`config.mk`:
```
export PLATFORM = sky130hd
export DESIGN_NAME = err_loc_receiver_flat
export DESIGN_NICKNAME = d
export VERILOG_FILES = /design/src/rtl/err_loc_receiver_if.sv /design/src/rtl/err_loc_receiver.sv /design/src/flat_wrapper.sv
export SDC_FILE = /design/constraint.sdc
export NUM_CORES = 1
export LEC_CHECK = 0
export ABC_CLOCK_PERIOD_IN_PS = 3500
export BUFFER_PORTS_ARGS = -buffer_cell sky130_fd_sc_hd__buf_2
export CAP_MARGIN = 20
export CORE_MARGIN = 1.5
export CORE_UTILIZATION = 55
export CTS_BUF_LIST = sky130_fd_sc_hd__clkbuf_16
export CTS_CLUSTER_DIAMETER = 60
export DETAILED_ROUTE_END_ITERATION = 7
export GPL_ROUTABILITY_DRIVEN = 0
export PLACE_DENSITY = 0.8
export SYNTH_ARGS = -nofsm -noshare
export SYNTH_HDL_FRONTEND = slang
export SYNTH_SLANG_ARGS = --single-unit
export TNS_END_PERCENT = 50
```
`constraint.sdc`:
```
create_clock -name i_clk -period 3.5 [get_ports i_clk]
set_input_delay 0.35 -clock i_clk [delete_from_list [all_inputs] [get_ports i_clk]]
set_output_delay 0.35 -clock i_clk [all_outputs]
set_load 0.1 [all_outputs]
```
`src/rtl/err_loc_receiver_if.sv`:
```
// Error-location receiver bus: serial location strobe in, packed result out.
// The decoder/downstream side uses master; the receiver uses slave.
interface err_loc_receiver_if;
    logic       i_valid;
    logic [9:0] i_err_loc;
    logic       i_res_ready;
    logic       o_res_valid;
    logic [2:0] o_num_err;
    logic [9:0] o_loc0;
    logic [9:0] o_loc1;
    logic [9:0] o_loc2;
    logic [9:0] o_loc3;
    logic [9:0] o_loc4;
    logic [9:0] o_loc5;
    logic       o_overflow;
    logic       o_busy;

    modport master (
        output i_valid, i_err_loc, i_res_ready,
        input  o_res_valid, o_num_err, o_loc0, o_loc1, o_loc2, o_loc3, o_loc4, o_loc5,
        input  o_overflow, o_busy
    );

    modport slave (
        input  i_valid, i_err_loc, i_res_ready,
        output o_res_valid, o_num_err, o_loc0, o_loc1, o_loc2, o_loc3, o_loc4, o_loc5,
        output o_overflow, o_busy
    );
endinterface

```
`src/rtl/err_loc_receiver.sv`:
```
// Collects up to six error locations per frame into a held result register.
// Define ERR_LOC_RECEIVER_SORT_EN to keep stored locations in ascending order.
//
// state     | meaning
// ----------+-------------------------------------------------------------
// S_IDLE    | no frame open; next i_valid opens one
// S_COLLECT | frame open; entries accepted until i_valid drops or 6 stored
module err_loc_receiver (
    input  logic              i_clk,
    input  logic              i_rst_n,
    err_loc_receiver_if.slave bus
);
    typedef enum logic {S_IDLE, S_COLLECT} state_t;
    localparam logic [9:0] NO_ERR = 10'd1023;

    state_t     state_q, state_d;
    logic [2:0] col_cnt_q;
    logic [9:0] col_loc_q [6];
    logic [2:0] base_cnt;
    logic [9:0] base_loc  [6];
    logic [2:0] upd_cnt;
    logic [9:0] upd_loc   [6];
    logic       frame_open;
    logic       do_store;
    logic       frame_close;
    logic       out_load;
    logic       out_valid_q;
    logic       overflow_q;
    logic [2:0] out_cnt_q;
    logic [9:0] out_loc_q [6];

    always_ff @(posedge i_clk or negedge i_rst_n) begin
        if (!i_rst_n) begin
            state_q   <= S_IDLE;
            col_cnt_q <= 3'd0;
            for (int i = 0; i < 6; i++) col_loc_q[i] <= NO_ERR;
        end else begin
            state_q   <= state_d;
            col_cnt_q <= upd_cnt;
            for (int i = 0; i < 6; i++) col_loc_q[i] <= upd_loc[i];
        end
    end

    always_comb begin
        frame_open = (state_q == S_IDLE) && bus.i_valid;
        base_cnt   = col_cnt_q;
        for (int i = 0; i < 6; i++) base_loc[i] = col_loc_q[i];
        if (frame_open) begin
            base_cnt = 3'd0;
            for (int i = 0; i < 6; i++) base_loc[i] = NO_ERR;
        end

        do_store = bus.i_valid && (bus.i_err_loc != NO_ERR) && (base_cnt < 3'd6);
        upd_cnt  = base_cnt;
        for (int i = 0; i < 6; i++) upd_loc[i] = base_loc[i];
        if (do_store) begin
            upd_cnt = base_cnt + 3'd1;
`ifdef ERR_LOC_RECEIVER_SORT_EN
            // Empty slots hold 1023, which exceeds any storable value, so they shift like real entries.
            if (base_loc[0] > bus.i_err_loc) upd_loc[0] = bus.i_err_loc;
            for (int i = 1; i < 6; i++) begin
                if (base_loc[i] > bus.i_err_loc) begin
                    upd_loc[i] = (base_loc[i-1] <= bus.i_err_loc) ? bus.i_err_loc : base_loc[i-1];
                end
            end
`else
            for (int i = 0; i < 6; i++) begin
                if (base_cnt == 3'(i)) upd_loc[i] = bus.i_err_loc;
            end
`endif
        end

        // When i_valid is low in COLLECT, upd_* equals the collecting registers.
        frame_close = ((state_q == S_COLLECT) && !bus.i_valid) || (do_store && (upd_cnt == 3'd6));

        state_d = state_q;
        if (frame_close)      state_d = S_IDLE;
        else if (bus.i_valid) state_d = S_COLLECT;

        out_load = frame_close && (!out_valid_q || bus.i_res_ready);
    end

    always_ff @(posedge i_clk or negedge i_rst_n) begin
        if (!i_rst_n) begin
            out_valid_q <= 1'b0;
            overflow_q  <= 1'b0;
            out_cnt_q   <= 3'd0;
            for (int i = 0; i < 6; i++) out_loc_q[i] <= NO_ERR;
        end else begin
            if (out_load) begin
                out_valid_q <= 1'b1;
                out_cnt_q   <= upd_cnt;
                for (int i = 0; i < 6; i++) out_loc_q[i] <= upd_loc[i];
            end else if (out_valid_q && bus.i_res_ready) begin
                out_valid_q <= 1'b0;
            end
            if (frame_close && out_valid_q && !bus.i_res_ready) overflow_q <= 1'b1;
        end
    end

    assign bus.o_res_valid = out_valid_q;
    assign bus.o_num_err   = out_cnt_q;
    assign bus.o_loc0      = out_loc_q[0];
    assign bus.o_loc1      = out_loc_q[1];
    assign bus.o_loc2      = out_loc_q[2];
    assign bus.o_loc3      = out_loc_q[3];
    assign bus.o_loc4      = out_loc_q[4];
    assign bus.o_loc5      = out_loc_q[5];
    assign bus.o_overflow  = overflow_q;
    assign bus.o_busy      = (state_q == S_COLLECT);
endmodule

```
`src/flat_wrapper.sv`:
```
// flat-port wrapper written by rule: the top's interface ports become plain ports
module err_loc_receiver_flat 
  (i_clk, i_rst_n, bus_i_valid, bus_i_err_loc, bus_i_res_ready, bus_o_res_valid, bus_o_num_err, bus_o_loc0, bus_o_loc1, bus_o_loc2, bus_o_loc3, bus_o_loc4, bus_o_loc5, bus_o_overflow, bus_o_busy);
  err_loc_receiver_if bus_i ();
  input  logic i_clk;
  input  logic i_rst_n;
  input wire logic [$bits(bus_i.i_valid)-1:0] bus_i_valid;
  input wire logic [$bits(bus_i.i_err_loc)-1:0] bus_i_err_loc;
  input wire logic [$bits(bus_i.i_res_ready)-1:0] bus_i_res_ready;
  output wire logic [$bits(bus_i.o_res_valid)-1:0] bus_o_res_valid;
  output wire logic [$bits(bus_i.o_num_err)-1:0] bus_o_num_err;
  output wire logic [$bits(bus_i.o_loc0)-1:0] bus_o_loc0;
  output wire logic [$bits(bus_i.o_loc1)-1:0] bus_o_loc1;
  output wire logic [$bits(bus_i.o_loc2)-1:0] bus_o_loc2;
  output wire logic [$bits(bus_i.o_loc3)-1:0] bus_o_loc3;
  output wire logic [$bits(bus_i.o_loc4)-1:0] bus_o_loc4;
  output wire logic [$bits(bus_i.o_loc5)-1:0] bus_o_loc5;
  output wire logic [$bits(bus_i.o_overflow)-1:0] bus_o_overflow;
  output wire logic [$bits(bus_i.o_busy)-1:0] bus_o_busy;
  assign bus_i.i_valid = bus_i_valid;
  assign bus_i.i_err_loc = bus_i_err_loc;
  assign bus_i.i_res_ready = bus_i_res_ready;
  assign bus_o_res_valid = bus_i.o_res_valid;
  assign bus_o_num_err = bus_i.o_num_err;
  assign bus_o_loc0 = bus_i.o_loc0;
  assign bus_o_loc1 = bus_i.o_loc1;
  assign bus_o_loc2 = bus_i.o_loc2;
  assign bus_o_loc3 = bus_i.o_loc3;
  assign bus_o_loc4 = bus_i.o_loc4;
  assign bus_o_loc5 = bus_i.o_loc5;
  assign bus_o_overflow = bus_i.o_overflow;
  assign bus_o_busy = bus_i.o_busy;
  err_loc_receiver u_core (.i_clk(i_clk), .i_rst_n(i_rst_n), .bus(bus_i));
endmodule
```
==> run_results.csv, run 1 <==
group,metric,value,unit
timing,fmax,0.328,GHz
global_route,overflow,0,
timing,grt_setup_unrepaired,"false",
cts,clockBufferDepth,2,
power,leakagePower,2.88,nW
placement,place_hpwl,10.1,mm
timing,finalCriticalPeriod,3.05,ns
cts,cts-root-buf,"clkbuf_16",
die,die_height,111,um
logic_synthesis,postSynthCellCount,573,
cells_and_area,fillers,862,
drt,finalWirelength,16.3,mm
worst_setup_path,max_stage_delay,0.58,ns
global_route,globalRouteTotalUtil,27.2,%
power,clkPwrFrac,24.6,%
die,dieArea,12400,um2
logic_synthesis,synthDistinctLibCells,50,
global_route,grt_start_max_net_pins,84,
timing,slew_headroom,53.9,%
outcome,status,"completed",
cells_and_area,post-route-util,64.9,%
logic_synthesis,synth_top_cell_area_share,48.9,%
die,die_x,111,um
worst_setup_path,critPathRequiredTime,3.80,ns
power,internal_power,3.65,mW
global_route,antenna_found_initial,0,
logic_synthesis,syn_area_per_cell,11.2,um2
cts,worstSkewPairLatency,0.41,ns
logic_synthesis,synth-main-ff-cell,"dfstp_2",
cells_and_area,area_delta_synth_final,15.1,%
logic_synthesis,synth.most_common_cell,"dfstp_2",
power,peakVddDrop,832,uV
worst_setup_path,rrSetupSlack,0.45,ns
logic_synthesis,synth_nets,592,
logic_synthesis,synth_top_area_cell,"dfstp_2",
die,start_util,56.4,%
timing,setup_violations,0,
logic_synthesis,ys_ff_latch,129,
power,power.share.sequential,33.9,%
logic_synthesis,ys_seq_area_share,52.4,%
power,powerDensity,913,nW/um2
die,num_rows,39,
logic_synthesis,synth.area.top_cells,"dfstp_2 (49%), o311ai_0 (6.0%), nor2_1 (5.0%)",
cts,cts_tree,"built",
hold_path,hold_class,"in -> reg",
worst_setup_path,critPathLaunchType,"register",
logic_synthesis,yosys.area_share.simple,14.0,%
cts,clkTransAtPathRegs,0.06,ns
worst_setup_path,worstPathArrival,3.35,ns
timing,tightest_slew,0.686,ns
global_route,grt_pass1_wl,26.4,mm
run,drv_cap,0,
drt,drc,0,
timing,slew_violations,0,
logic_synthesis,async_flop_share,100,%
drt,vias,5041,
drt,wire_per_inst,20.9,um
drt,drtPass1Iterations,5,
die,coreArea,11400,um2
cts,cts.sinks,129,
logic_synthesis,synth_common_cells,"dfstp_2 (120), nor2_1 (86), o311ai_0 (44), clkbuf_1 (25), a211oi_1 (24)",
worst_setup_path,worstPathMaxFanout,24,
timing,fin_ws,0.449,ns
placement,port_buffers,79,
placement,detailedPlace.worstSlack,0.450,ns
drt,ant_nets,0,
worst_setup_path,worst_setup_path_end_kind,"register",
timing,hold_viol,0,
logic_synthesis,synth_top_family_by_area,"compound AO/OA/AOI/OAI gates",
die,io_pins,80,
logic_synthesis,synth-xor-area-share,0,%
drt,drtIter0Drc,385,
cells_and_area,nNetsFinal,646,
timing,finalSetupTns,0,ns
logic_synthesis,synth-compound-area-share,23.4,%
logic_synthesis,synthMuxAreaShare,3.67,%
logic_synthesis,netlist_area,6440,um2
worst_setup_path,worst_path_max_delay_cell,"o31a_2",
cts,cts_made_buffers,17,
timing,fin_skew,0.00597,ns
timing,fin_crit_sh,87.2,%
cts,h-tree-depth,4,
logic_synthesis,synth_fa_ha_area_share,0.971,%
worst_setup_path,crit_type,"reg -> reg",
cells_and_area,drive_above_1_share,45.9,%
worst_setup_path,crit_chain,"nand2b_4, nand2_1, inv_1, ha_1, ha_1, and2b_2, nand4_4, o31a_2, buf_16, o31a_1",
power,combPwrFrac,41.5,%
logic_synthesis,synth_edf_count,0,
logic_synthesis,yosys_warnings,0,
worst_setup_path,cpMostUsedCell,"ha_1",
worst_setup_path,crit_buf_inv,2,
power,sw_frac_of_total,46.1,%
worst_setup_path,critPathTopFamily,"simple AND/OR/NAND/NOR gates",
global_route,grt_pass1_vias,5068,
drt,viasPerCell,6.44,
power,p_sw,3.12,mW
cells_and_area,diodes,0,
worst reg2reg max path, stage by stage (launching register included):
cell	delay, ns
dfrtp_1	0.37
nand2b_4	0.22
nand2_1	0.19
inv_1	0.09
ha_1	0.22
ha_1	0.28
and2b_2	0.25
nand4_4	0.21
o31a_2	0.58
buf_16	0.27
o31a_1	0.25
layout by cell type, fill, tap and decap left out, types with 4 or more instances in the layout:
cell       synthesis  routed
buf_4              3      11
o211a_1           10      10
o311ai_0          44      44
o211ai_1           4       4
nand2b_1          13      13
o2111ai_1          4       4
a311oi_1           4       4
clkinv_2           0       5
nor3_1             9       9
nor3b_1            4       4
o21ai_0            5       5
nor2_1            86      86
o31ai_2           23      23
nand3_1            7       7
dfstp_2          120     120
mux2_4             9       9
nand4_1           12      12
a31oi_1           12      12
nor2b_1           11      11
nand2_1            9       9
mux2_2             9       9
inv_1              9      12
dfrtp_1            9       9
o31ai_1           20      20
ha_1               5       5
buf_2             22      78
clkbuf_16          0      17
a21oi_1           22      22
a211oi_1          24      24
area by class of cell:
| type | count | area [um2] | area share, % |
|---|---|---|---|
| Multi-Input combinational cell | 377 | 2710 | 36.6 |
| Tap cell | 143 | 179 | 2.41 |
| Inverter | 9 | 33.8 | 0.456 |
| Clock inverter | 15 | 129 | 1.74 |
| Clock buffer | 17 | 425 | 5.74 |
| Timing Repair Buffer | 93 | 558 | 7.53 |
| Sequential cell | 129 | 3380 | 45.6 |
power groups by stage:
stage,combinational [mW],clock (mW),sequential (mW)
2_1_floorplan,0.710,0,3.98
3_3_place_gp,2.75,0,2.28
3_5_place_dp,2.80,0,2.31
4_1_cts,2.81,1.68,2.29
5_1_grt,2.93,1.76,2.33
6_report,2.81,1.66,2.29
cell families (layout without fill, tap and decap cells):
family                     after synthesis  count (layout)
DFF                                    129             129
adders and majority gates                5               5
AOI/OAI and AO/OA                      182             182
buffers and inverters                   67             134
and+or+nand+nor                        172             172
muxes                                   18              18
per-layer routing:
layer	GRT usage [%]	vias to the layer above	share of wire, %	routed length (um)
met5	0	-	0	0
met4	10.4	0	2.4	396
met3	6.67	32	6.8	1110
met2	44.8	211	50	8150
met1	35.0	2520	41	6670
li1	-	2278	-	-
metrics by stage:
step	area [um2]	power (mW)	hold slack, ns	cells
floorplan	6440	4.69	0.0544	573
global placement	6800	5.04	0.445	748
detailed placement	6820	5.11	0.450	749
CTS	7380	6.79	0.150	781
global route	7410	7.01	0.260	783
finish	7410	6.77	0.252	783
timing repair:
action | CTS | global route
setup buffers | 0 | 0
resized for setup | 0 | 0
hold buffers | 0 | 1
hold endpoints to repair | 0 | 7
sequential cells by signal (all words and copies together) (netlist names):
name and flops:
u_core.col_loc_q 60, u_core.bus.o_loc0 10, u_core.bus.o_loc1 10, u_core.bus.o_loc2 10
u_core.bus.o_loc3 10, u_core.bus.o_loc4 10, u_core.bus.o_loc5 10, u_core.bus.o_num_err 3
u_core.col_cnt_q 3, u_core.bus.o_busy 1, u_core.bus.o_overflow 1, u_core.bus.o_res_valid 1
worst paths after layout:
| check | start | endpoint | cells after the start |
|---|---|---|---|
| setup / recovery | u_core.bus.o_busy$_DFFE_PN0P_ | u_core.bus.o_num_err[0]$_DFFE_PN0P_ | 10 |
| hold / removal | bus_i_res_ready | u_core.bus.o_overflow$_DFFE_PN0P_ | 3 |
| setup reg to reg | u_core.bus.o_busy$_DFFE_PN0P_ | u_core.bus.o_num_err[0]$_DFFE_PN0P_ | 10 |
| hold reg to reg | u_core.bus.o_overflow$_DFFE_PN0P_ | u_core.bus.o_overflow$_DFFE_PN0P_ | 1 |
| max in group asynchronous | i_rst_n | u_core.bus.o_loc0[0]$_DFFE_PN1P_ | 4 |
| min in group asynchronous | i_rst_n | u_core.col_loc_q[25]$_DFF_PN1_ | 2 |
(Power assumes the default switching activity.)
==> run 2, diff against run 1 <==
--- a/config.mk
+++ b/config.mk
@@ -6,15 +6,15 @@
 export NUM_CORES = 1
 export LEC_CHECK = 0
 export ABC_CLOCK_PERIOD_IN_PS = 3500
-export BUFFER_PORTS_ARGS = -buffer_cell sky130_fd_sc_hd__buf_2
 export CAP_MARGIN = 20
 export CORE_MARGIN = 1.5
 export CORE_UTILIZATION = 55
 export CTS_BUF_LIST = sky130_fd_sc_hd__clkbuf_16
 export CTS_CLUSTER_DIAMETER = 60
 export DETAILED_ROUTE_END_ITERATION = 7
+export DONT_BUFFER_PORTS = 1
 export GPL_ROUTABILITY_DRIVEN = 0
-export PLACE_DENSITY = 0.8
+export PLACE_DENSITY = 0.7
 export SYNTH_ARGS = -nofsm -noshare
 export SYNTH_HDL_FRONTEND = slang
 export SYNTH_SLANG_ARGS = --single-unit
==> run_results.csv, run 2 (same netlist as run 1, synthesis figures left out) <==
group,metric,value,unit
timing,hold_viol,0,
cts,worstSkewPairLatency,0.41,ns
timing,slew_violations,0,
cells_and_area,most-common-layout-cells,"dfstp_2 (120), nor2_1 (86), o311ai_0 (44), a211oi_1 (24), o31ai_2 (23)",
global_route,grt_pass1_wl,26.0,mm
cts,clkTransAtPathRegs,0.06,ns
global_route,overflow,0,
die,die_x,111,um
worst_setup_path,critPathLaunchType,"register",
timing,final.hold.worst_slack,0.0631,ns
worst_setup_path,worst_setup_path_end_kind,"register",
worst_setup_path,worstPathArrival,3.11,ns
power,leakagePower,2.60,nW
drt,vias,4718,
die,num_rows,39,
drt,ant_nets,0,
worst_setup_path,cpMostUsedCell,"ha_1",
global_route,globalRouteTotalUtil,26.9,%
cells_and_area,drive_above_1_share,38.6,%
die,start_util,56.4,%
worst_setup_path,worstPathMaxFanout,32,
cells_and_area,post-route-util,61.8,%
hold_path,hold_start,"bus_i_valid",
worst_setup_path,crit_type,"reg -> reg",
cts,cts_tree,"built",
worst_setup_path,critPathTopFamily,"simple AND/OR/NAND/NOR gates",
timing,fin_crit_sh,79.7,%
die,dieArea,12400,um2
placement,place_hpwl,9.67,mm
worst_setup_path,worst_r2r_startpoint,"u_core.bus.o_busy$_DFFE_PN0P_",
die,io_pins,80,
hold_path,hold_class,"in -> reg",
timing,grt_setup_unrepaired,"false",
outcome,status,"completed",
worst_setup_path,critPathRequiredTime,3.82,ns
global_route,antenna_found_initial,0,
worst_setup_path,crit_buf_inv,2,
drt,viasPerCell,6.71,
cts,h-tree-depth,4,
global_route,grt_pass1_vias,4930,
cells_and_area,diodes,0,
drt,finalWirelength,16.1,mm
cells_and_area,fillers,892,
run,drv_cap,0,
power,peakVddDrop,721,uV
cells_and_area,final_common_cell,"dfstp_2",
worst_setup_path,worst_path_max_delay_cell,"o31a_2",
drt,drtPass1Iterations,5,
timing,fmax,0.359,GHz
timing,finalCriticalPeriod,2.79,ns
worst_setup_path,cp-startpoint,"u_core.bus.o_busy$_DFFE_PN0P_",
cells_and_area,largest_register_ff_count,60,
drt,drc,0,
cts,cts_made_buffers,17,
die,coreArea,11400,um2
power,powerDensity,957,nW/um2
timing,tightest_slew,0.956,ns
cts,cts.sinks,129,
timing,slew_headroom,36.3,%
timing,finalSetupTns,0,ns
cells_and_area,area_delta_synth_final,9.50,%
drt,drtIter0Drc,382,
cells_and_area,nNetsFinal,566,
cts,clockBufferDepth,2,
cells_and_area,regMostFlops,"u_core.col_loc_q",
global_route,grt_start_max_net_pins,130,
timing,fin_skew,0.00604,ns
timing,setup_violations,0,
drt,wire_per_inst,22.9,um
worst_setup_path,crit_chain,"nand2b_4, nand2_1, inv_1, ha_1, ha_1, and2b_2, nand4_4, o31a_2, buf_12, o31ai_1",
cts,cts-root-buf,"clkbuf_16",
placement,port_buffers,0,
worst_setup_path,max_stage_delay,0.47,ns
die,die_height,111,um
[run 2: cell count changes in the layout (fill, tap and decap cells not counted), sizes merged]
cell      before  now
clkinv         9    5
bufinv         2    4
buf           92   12
clkinvlp       1    3
[run 2: layout make-up]
type                            instances  area (um2)  share of cell area [%]
Timing Repair Buffer                   13         133                    1.88
Inverter                                9        33.8                   0.479
Clock buffer                           17         425                    6.03
Tap cell                              143         179                    2.54
Multi-Input combinational cell        377        2710                    38.4
Sequential cell                       129        3380                    47.9
Clock inverter                         15         194                    2.75
[run 2: final timing paths]
path | depth (start not counted) | slack (ns) | to
max in group asynchronous | 2 | 2.48 | u_core.bus.o_loc0[0]$_DFFE_PN1P_
max reg2reg | 10 | 0.71 | u_core.bus.o_loc3[5]$_DFFE_PN1P_
min | 1 | 0.06 | u_core.bus.o_busy$_DFFE_PN0P_
min reg2reg | 2 | 0.50 | u_core.col_loc_q[19]$_DFF_PN1_
max | 10 | 0.71 | u_core.bus.o_loc3[5]$_DFFE_PN1P_
min in group asynchronous | 2 | 0.58 | u_core.bus.o_overflow$_DFFE_PN0P_
[run 2: layer usage]
metal,wire [um],share of wire (%),GRT usage (%),vias up
met5,0,0,0,-
met4,538,3.3,13.1,0
met3,1180,7.3,7.76,44
met2,7580,47,41.0,189
met1,6780,42,35.3,2368
li1,-,-,-,2117
[run 2: through the flow]
step                      total power [mW]  worst slack (ns)  instances  cell area [um2]
after CTS                             6.79             0.733        703             7050
after detailed placement              4.89             0.740        669             6400
after global placement                4.83             0.637        668             6380
after global routing                  6.99             0.565        703             7050
final                                 6.75             0.711        703             7050
after floorplan                       4.69            0.0690        573             6440
[run 2: repair_timing]
item                      in CTS  in global routing
setup buffers                  0                  0
hold buffers                   2                  0
hold endpoints to repair     129                  0
gates resized for setup        0                  0
[run 2: power by group]
group | switching [mW] | internal [mW] | total [mW]
clock network | 0.665 | 1.19 | 1.85
logic | 0.515 | 0.365 | 0.880
registers | 1.88 | 2.15 | 4.02
total | 3.06 | 3.70 | 6.75
[run 2: worst reg2reg max path: cells and delay by family (launching register included)]
kind                     cells  cell delay [ns]
AND/OR/NAND/NOR              4             0.77
adder cells (fa/ha/maj)      2             0.48
flip-flops                   1             0.37
buffers and inverters        2             0.33
AO/OA/AOI/OAI                2             0.74
